--- src/rtl/sdram_arb_pkg.sv ---
// sdram_arbiter shared types
// command word layout and response FSM states
package sdram_arb_pkg;

  localparam int CMD_W  = 41;
  localparam int ADDR_W = 24;
  localparam int DATA_W = 16;

  typedef struct packed {
    logic              we;
    logic [ADDR_W-1:0] addr;
    logic [DATA_W-1:0] data;
  } cmd_t;

  typedef enum logic {
    R_IDLE,
    R_CAP
  } rsp_state_t;

  // Reads carry no payload, so their data field is zeroed
  function automatic cmd_t mk_cmd(
    input logic              we,
    input logic [ADDR_W-1:0] addr,
    input logic [DATA_W-1:0] data
  );
    cmd_t c;
    c.we   = we;
    c.addr = addr;
    c.data = we ? data : '0;
    return c;
  endfunction

endpackage

--- src/rtl/sdram_arbiter_if.sv ---
// sdram_arbiter client-side bus
// request/accept and read-data return for all clients
interface sdram_arbiter_if #(
  parameter int NUM_REQ = 4
) ();
  import sdram_arb_pkg::*;

  logic [NUM_REQ-1:0]             req_valid_i;
  logic [NUM_REQ-1:0]             req_we_i;
  logic [NUM_REQ-1:0][ADDR_W-1:0] req_addr_i;
  logic [NUM_REQ-1:0][DATA_W-1:0] req_data_i;
  logic [NUM_REQ-1:0]             req_ready_o;
  logic [NUM_REQ-1:0]             rsp_valid_o;
  logic [DATA_W-1:0]              rsp_data_o;

  modport master (
    output req_valid_i,
    output req_we_i,
    output req_addr_i,
    output req_data_i,
    input  req_ready_o,
    input  rsp_valid_o,
    input  rsp_data_o
  );

  modport slave (
    input  req_valid_i,
    input  req_we_i,
    input  req_addr_i,
    input  req_data_i,
    output req_ready_o,
    output rsp_valid_o,
    output rsp_data_o
  );

endinterface

--- src/rtl/sdram_tag_fifo.sv ---
// sdram_tag_fifo: in-order tags of outstanding reads
// synchronous FIFO with simultaneous push/pop support
module sdram_tag_fifo #(
  parameter int W     = 2,
  parameter int DEPTH = 8
) (
  input  logic                     clk,
  input  logic                     reset_i,
  input  logic                     i_push,
  input  logic [W-1:0]             i_tag,
  input  logic                     i_pop,
  output logic [W-1:0]             o_head,
  output logic                     o_full,
  output logic                     o_empty,
  output logic [$clog2(DEPTH):0]   o_level
);

  localparam int AW = $clog2(DEPTH);
  localparam int LW = AW + 1;

  logic [DEPTH-1:0][W-1:0] r_mem;
  logic [AW-1:0]           r_wr;
  logic [AW-1:0]           r_rd;
  logic [LW-1:0]           r_lvl;
  logic                    w_push;
  logic                    w_pop;

  assign o_full  = (r_lvl == LW'(DEPTH));
  assign o_empty = (r_lvl == '0);
  assign o_head  = r_mem[r_rd];
  assign o_level = r_lvl;
  assign w_push  = i_push && !o_full;
  assign w_pop   = i_pop && !o_empty;

  // Storage, pointers and level; push+pop leaves level unchanged
  always_ff @(posedge clk or posedge reset_i) begin
    if (reset_i) begin
      r_mem <= '0;
      r_wr  <= '0;
      r_rd  <= '0;
      r_lvl <= '0;
    end else begin
      if (w_push) begin
        r_mem[r_wr] <= i_tag;
        r_wr        <= r_wr + 1'b1;
      end
      if (w_pop) begin
        r_rd <= r_rd + 1'b1;
      end
      if (w_push && !w_pop) begin
        r_lvl <= r_lvl + 1'b1;
      end else if (w_pop && !w_push) begin
        r_lvl <= r_lvl - 1'b1;
      end
    end
  end

endmodule

--- src/rtl/sdram_arbiter.sv ---
// sdram_arbiter: round-robin client mux for async_sdram_ctrl
// serialises commands, routes read data back by tag
module sdram_arbiter
  import sdram_arb_pkg::*;
#(
  parameter int NUM_REQ   = 4,
  parameter int TAG_DEPTH = 8
) (
  input  logic                       clk,
  input  logic                       reset_i,
  sdram_arbiter_if.slave             cli,
  output logic [CMD_W-1:0]           writer_d_o,
  output logic                       writer_enq_o,
  input  logic                       writer_full_i,
  input  logic [DATA_W-1:0]          reader_q_i,
  output logic                       reader_deq_o,
  input  logic                       reader_empty_i,
  output logic [$clog2(TAG_DEPTH):0] outstanding_o,
  output logic                       err_o
);

  localparam int PW = (NUM_REQ > 1) ? $clog2(NUM_REQ) : 1;

  logic [PW-1:0]       r_ptr;
  cmd_t                r_cmd;
  logic                r_enq;
  logic [NUM_REQ-1:0]  w_elig;
  logic [NUM_REQ-1:0]  w_ready;
  logic [PW-1:0]       w_gnt;
  logic                w_found;
  logic                w_accept;
  int                  w_idx;

  logic                w_tag_full;
  logic                w_tag_empty;
  logic [PW-1:0]       w_head;
  logic                w_push;

  rsp_state_t          r_state;
  rsp_state_t          w_next;
  logic                r_deq;
  logic [NUM_REQ-1:0]  r_rsp_valid;
  logic [DATA_W-1:0]   r_rsp_data;
  logic                r_err;
  logic                w_deq_d;
  logic                w_pop;
  logic                w_load;
  logic                w_err_set;

  // Eligibility and upward search from the round-robin pointer
  always_comb begin
    w_elig  = '0;
    w_found = 1'b0;
    w_gnt   = '0;
    w_idx   = 0;
    for (int i = 0; i < NUM_REQ; i++) begin
      w_elig[i] = cli.req_valid_i[i] &&
                  (cli.req_we_i[i] || !w_tag_full);
    end
    for (int k = 0; k < NUM_REQ; k++) begin
      w_idx = int'(r_ptr) + k;
      if (w_idx >= NUM_REQ) begin
        w_idx = w_idx - NUM_REQ;
      end
      if (!w_found && w_elig[PW'(w_idx)]) begin
        w_found = 1'b1;
        w_gnt   = PW'(w_idx);
      end
    end
  end

  // The gap after each enqueue lets the full flag catch up
  assign w_accept = !writer_full_i && !r_enq && w_found;
  assign w_push   = w_accept && !cli.req_we_i[w_gnt];

  // One-hot accept strobe for the granted client
  always_comb begin
    w_ready = '0;
    if (w_accept) begin
      w_ready[w_gnt] = 1'b1;
    end
  end

  assign cli.req_ready_o = w_ready;

  // Command register, enqueue strobe and pointer advance
  always_ff @(posedge clk or posedge reset_i) begin
    if (reset_i) begin
      r_cmd <= '0;
      r_enq <= 1'b0;
      r_ptr <= '0;
    end else begin
      r_enq <= w_accept;
      if (w_accept) begin
        r_cmd <= mk_cmd(cli.req_we_i[w_gnt],
                        cli.req_addr_i[w_gnt],
                        cli.req_data_i[w_gnt]);
        if (int'(w_gnt) == NUM_REQ - 1) begin
          r_ptr <= '0;
        end else begin
          r_ptr <= w_gnt + 1'b1;
        end
      end
    end
  end

  sdram_tag_fifo #(
    .W     (PW),
    .DEPTH (TAG_DEPTH)
  ) u_tags (
    .clk     (clk),
    .reset_i (reset_i),
    .i_push  (w_push),
    .i_tag   (w_gnt),
    .i_pop   (w_pop),
    .o_head  (w_head),
    .o_full  (w_tag_full),
    .o_empty (w_tag_empty),
    .o_level (outstanding_o)
  );

  // Response FSM state register
  always_ff @(posedge clk or posedge reset_i) begin
    if (reset_i) begin
      r_state <= R_IDLE;
    end else begin
      r_state <= w_next;
    end
  end

  // Next state: dequeue, then capture the word a cycle later
  always_comb begin
    w_next    = r_state;
    w_deq_d   = 1'b0;
    w_pop     = 1'b0;
    w_load    = 1'b0;
    w_err_set = 1'b0;
    unique case (r_state)
      R_IDLE: begin
        if (!reader_empty_i) begin
          w_deq_d = 1'b1;
          w_next  = R_CAP;
        end
      end
      R_CAP: begin
        w_next = R_IDLE;
        if (!w_tag_empty) begin
          w_pop  = 1'b1;
          w_load = 1'b1;
        end else begin
          w_err_set = 1'b1;
        end
      end
      default: w_next = R_IDLE;
    endcase
  end

  // Registered response strobes, data and sticky error
  always_ff @(posedge clk or posedge reset_i) begin
    if (reset_i) begin
      r_deq       <= 1'b0;
      r_rsp_valid <= '0;
      r_rsp_data  <= '0;
      r_err       <= 1'b0;
    end else begin
      r_deq       <= w_deq_d;
      r_rsp_valid <= '0;
      if (w_load) begin
        r_rsp_valid[w_head] <= 1'b1;
        r_rsp_data          <= reader_q_i;
      end
      if (w_err_set) begin
        r_err <= 1'b1;
      end
    end
  end

  assign writer_d_o      = r_cmd;
  assign writer_enq_o    = r_enq;
  assign reader_deq_o    = r_deq;
  assign cli.rsp_valid_o = r_rsp_valid;
  assign cli.rsp_data_o  = r_rsp_data;
  assign err_o           = r_err;

endmodule

--- src/flat_wrapper.sv ---
// flat-port wrapper written by rule: the top's interface ports become plain ports
module sdram_arbiter_flat import sdram_arb_pkg::*;
#(
  parameter int NUM_REQ   = 4,
  parameter int TAG_DEPTH = 8
)
  (clk, reset_i, writer_d_o, writer_enq_o, writer_full_i, reader_q_i, reader_deq_o, reader_empty_i, outstanding_o, err_o, cli_req_valid_i, cli_req_we_i, cli_req_addr_i, cli_req_data_i, cli_req_ready_o, cli_rsp_valid_o, cli_rsp_data_o);
  sdram_arbiter_if #(.NUM_REQ(NUM_REQ)) cli_i ();
  input  logic clk;
  input  logic reset_i;
  output logic [CMD_W-1:0] writer_d_o;
  output logic writer_enq_o;
  input  logic writer_full_i;
  input  logic [DATA_W-1:0] reader_q_i;
  output logic reader_deq_o;
  input  logic reader_empty_i;
  output logic [$clog2(TAG_DEPTH):0] outstanding_o;
  output logic err_o;
  input wire logic [$bits(cli_i.req_valid_i)-1:0] cli_req_valid_i;
  input wire logic [$bits(cli_i.req_we_i)-1:0] cli_req_we_i;
  input wire logic [$bits(cli_i.req_addr_i)-1:0] cli_req_addr_i;
  input wire logic [$bits(cli_i.req_data_i)-1:0] cli_req_data_i;
  output wire logic [$bits(cli_i.req_ready_o)-1:0] cli_req_ready_o;
  output wire logic [$bits(cli_i.rsp_valid_o)-1:0] cli_rsp_valid_o;
  output wire logic [$bits(cli_i.rsp_data_o)-1:0] cli_rsp_data_o;
  assign cli_i.req_valid_i = cli_req_valid_i;
  assign cli_i.req_we_i = cli_req_we_i;
  assign cli_i.req_addr_i = cli_req_addr_i;
  assign cli_i.req_data_i = cli_req_data_i;
  assign cli_req_ready_o = cli_i.req_ready_o;
  assign cli_rsp_valid_o = cli_i.rsp_valid_o;
  assign cli_rsp_data_o = cli_i.rsp_data_o;
  sdram_arbiter #(.NUM_REQ(NUM_REQ), .TAG_DEPTH(TAG_DEPTH)) u_core (.clk(clk), .reset_i(reset_i), .cli(cli_i), .writer_d_o(writer_d_o), .writer_enq_o(writer_enq_o), .writer_full_i(writer_full_i), .reader_q_i(reader_q_i), .reader_deq_o(reader_deq_o), .reader_empty_i(reader_empty_i), .outstanding_o(outstanding_o), .err_o(err_o));
endmodule
--- config.mk ---
export PLATFORM = sky130hd
export DESIGN_NAME = sdram_arbiter_flat
export DESIGN_NICKNAME = d
export VERILOG_FILES = /design/src/rtl/sdram_arb_pkg.sv /design/src/rtl/sdram_arbiter_if.sv /design/src/rtl/sdram_tag_fifo.sv /design/src/rtl/sdram_arbiter.sv /design/src/flat_wrapper.sv
export SDC_FILE = /design/constraint.sdc
export NUM_CORES = 1
export LEC_CHECK = 0
export ABC_AREA = 1
export CORE_ASPECT_RATIO = 1.75
export CORE_MARGIN = 8
export CORE_UTILIZATION = 38
export DETAILED_ROUTE_END_ITERATION = 7
export GPL_ROUTABILITY_DRIVEN = 1
export PLACE_DENSITY = 0.78
export RECOVER_POWER = 25
export SLEW_MARGIN = 20
export SYNTH_ARGS = -nofsm -noshare
export SYNTH_HDL_FRONTEND = slang
export SYNTH_SLANG_ARGS = --single-unit
--- constraint.sdc ---
create_clock -name clk -period 3.3 [get_ports clk]
set_input_delay 0.825 -clock clk [delete_from_list [all_inputs] [get_ports clk]]
set_output_delay 0.825 -clock clk [all_outputs]
set_load 0.01 [all_outputs]
==> metrics.cfg <==
[drt]
vias = 6173
wl_mm = 20.2
drt_first_pass_iters = 4
drt_iter0_drc = 219
routed_via_density = 4.95
avgRoutedWirePerCell_um = 16.2
postRouteAntennaNets = 0
drc_errors = 0

[setup_path]
r2r-end = u_core.u_tags.o_level[3]
endpoint_kind = primary output
r2r_cells = 24
path_max_fanout = 5
regToRegSetupSlack_ns = 0.13
r2r_start = u_core.u_tags.o_level[3]
crit_required_ns = 2.47
crit_type = reg -> out
critPathArrivalTime_ns = 2.43
start_kind = flop

[global_routing]
grt_usage_pct = 20.9
grt_pass1_vias = 6286
grt_max_degree = 76
grt_pass1_wl_mm = 31.8
grt-ovfl-total = 0
antenna_found_initial = 1

[logic_synthesis]
ys_seq_area_share_pct = 41.5
synth-async-reset-ratio_pct = 100
synth-edff-count = 0
yosysMostFrequentCell = nand2_1
synth_cell_types = 34
synth_area_per_cell_um2 = 7.12
synth_fp_nets = 978
ys.flop_type = dfrtp_1
yosysWarnings = 0
synth_top_cell_area_share_pct = 41.5
synth.ff_latch_count = 92
yosys-top-cells-count = nand2_1, dfrtp_1, nor2_1, o21ai_0, nand3_1
synth_area_leader_cell = dfrtp_1
synthCells = 780
ys_top_cells_by_area = dfrtp_1, nand2_1, o21ai_0
netlist_area_mm2 = 0.00555

[sta]
fmax_ghz = 0.307
period_minus_slack_ns = 3.25
post-route-period-util_pct = 98.6
rsz0062_at_grt = yes
setup_viol_count_final = 0
hold_violations = 0
max-slew-margin-rel_pct = -7.56
tightest_slew_ns = 1.60
slew_viol_final = 39
finClkSkew_ns = 0.00799
final.setup.worst_slack_ns = 0.0467

[pwr]
netSwitchingFraction_pct = 49.4
p_total_mw = 10.2
netSwitchingPower_mw = 5.03
power.density_mw_per_mm2 = 1120
clock_power_share_pct = 10.7
ir_drop_v = 0.00106
power_leakage_nw = 4.16
p_seq_share_pct = 19.1
p_int_mw = 5.14
power_frac_comb_pct = 70.1

[placement]
io_buffers = 259
dp_hpwl_mm = 15.5
gp_congestion = 0.845
post-place-ws_ns = -0.707

[die]
core_mm2 = 0.0144
start_util_pct = 38.6
die_h_um = 176
io_pins = 260
dieArea_mm2 = 0.0189
row_count = 58
die_w_um = 107

[flow_run]
drv_cap = 1

[hold_path]
worstHoldEndpoint = u_core.writer_d_o[12]
hold_depth = 2
min_from = u_core.writer_d_o[12]
min_path_type = reg -> reg

[finish]
fillCellCount = 1285
drive_above_1_share_pct = 12.8
syn_to_final_growth_pct = 63.8
nets = 1259

[clocking]
clkSinkCount = 92
clk_pin_slew_worst_paths_ns = 0.07
cts_hold_buffers = 0
clkLatencyLatePin_ns = 0.34
cts_tree = done
cts_made_buffers = 9
htreeDepth = 3
clockBufferDepth = 2
clock-root-buffer = clkbuf_16

[run_status]
status = finished, violations left
violations = capacitance limit, slew limit

[power by group through the flow]
stage	Clock [mW]	Sequential [mW]	Combinational, mW
final	1.09	1.95	7.13
after global routing	1.17	2.01	7.97
after CTS	1.12	1.94	6.93
after detailed placement	0	1.95	6.73
after global placement	0	1.94	6.64
after floorplan	0	2.05	4.36
[final cells by class]
cell class	count	area [um^2]	share of cell area (%)
Antenna cell	1	2.50	0.0275
Clock buffer	9	225	2.48
Clock inverter	7	93.8	1.03
Inverter	31	133	1.46
Multi-Input combinational cell	613	3100	34.1
Sequential cell	92	2300	25.3
Tap cell	180	225	2.48
Timing Repair Buffer	314	3010	33.1
[sequential cells by signal, summed over array words and instances, names as in the netlist]
signal                  flops
u_core.writer_enq_o         1
u_core.cli.rsp_valid_o      4
u_core.u_tags.r_wr          3
u_core.u_tags.o_level       4
u_core.writer_d_o          41
u_core.r_ptr                2
u_core.err_o                1
u_core.reader_deq_o         1
u_core.cli.rsp_data_o      16
u_core.u_tags.r_mem        16
u_core.u_tags.r_rd          3
[per-stage QoR]
stage	utilization (%)	setup TNS, ns	hold slack, ns	cell area (um^2)	std cells
floorplan	-	0	0.444	5620	780
global placement	59.2	-6.14	0.452	8500	1212
detailed placement	59.2	-9.79	0.464	8500	1212
CTS	62.1	0	0.483	8930	1234
global route	63.3	-0.497	0.501	9090	1247
finish	63.3	0	0.479	9090	1247
[worst max-delay path by stage]
stage | start | to | slack [ns] | cells after the start
after floorplan | cli_req_we_i[3] | u_core.u_tags.o_level[3] | 0.006 | 21
after global placement | cli_req_we_i[3] | cli_req_ready_o[3] | -0.64 | 14
after detailed placement | cli_req_we_i[0] | cli_req_ready_o[3] | -0.71 | 14
after CTS | cli_req_we_i[2] | cli_req_ready_o[3] | 0.004 | 16
after global routing | u_core.u_tags.o_level[3] | cli_req_ready_o[0] | -0.14 | 17
final | u_core.u_tags.o_level[3] | cli_req_ready_o[0] | 0.05 | 16
[placed cells by master, fill, tap and decap left out, drive strengths merged, types with 2 or more instances in the layout]
cell type / netlist / final
dlygate4sd3: 0 / 2
clkbuf: 12 / 13
inv: 30 / 32
nor2: 81 / 81
nand4: 13 / 13
nand2: 313 / 313
dlygate4sd2: 0 / 5
nand3: 68 / 68
ha: 9 / 9
o211ai: 2 / 2
o22ai: 4 / 4
dfrtp: 92 / 92
o21ai: 87 / 87
clkdlybuf4s50: 0 / 245
clkinv: 1 / 3
xor2: 4 / 4
a21oi: 25 / 25
xnor2: 3 / 3
clkinvlp: 0 / 2
buf: 32 / 57
[logic make-up after synthesis]
family                     count (synthesis)  share of synthesized area [%]
DFF                                       92                           41.5
adders and majority gates                 10                           2.39
buffers and inverters                     75                           6.54
muxes                                      1                          0.203
xor gates and xnor gates                   7                           1.24
AOI/OAI and AO/OA                        120                           11.5
and+or+nand+nor                          475                           36.6
[critical path: stages, from the launching register on]
cell,delay [ns]
dfrtp_1,0.36
inv_2,0.06
nor2_4,0.21
buf_4,0.17
nand3_4,0.10
nand3_2,0.10
nand3_2,0.10
nand2_4,0.12
nand2_4,0.08
nand2_1,0.08
nand3_2,0.09
nand2_4,0.13
inv_4,0.06
ha_1,0.19
inv_1,0.05
nor2_1,0.03
buf_2,0.14
[repair_timing]
action / 4_1_cts / 5_1_grt
resized for setup: 45 / 21
buffers inserted: 6 / 12
setup endpoints to repair: 7 / 7
pin swaps: 11 / 20
endpoints found under the hold margin: 0 / 0
[layer usage]
metal	GRT usage, %	part of all wire (%)
met5	0	0
met4	6.17	2.5
met3	6.39	7.4
met2	38.8	55
met1	21.6	35
No activity file was read; power rests on OpenSTA's default activity.
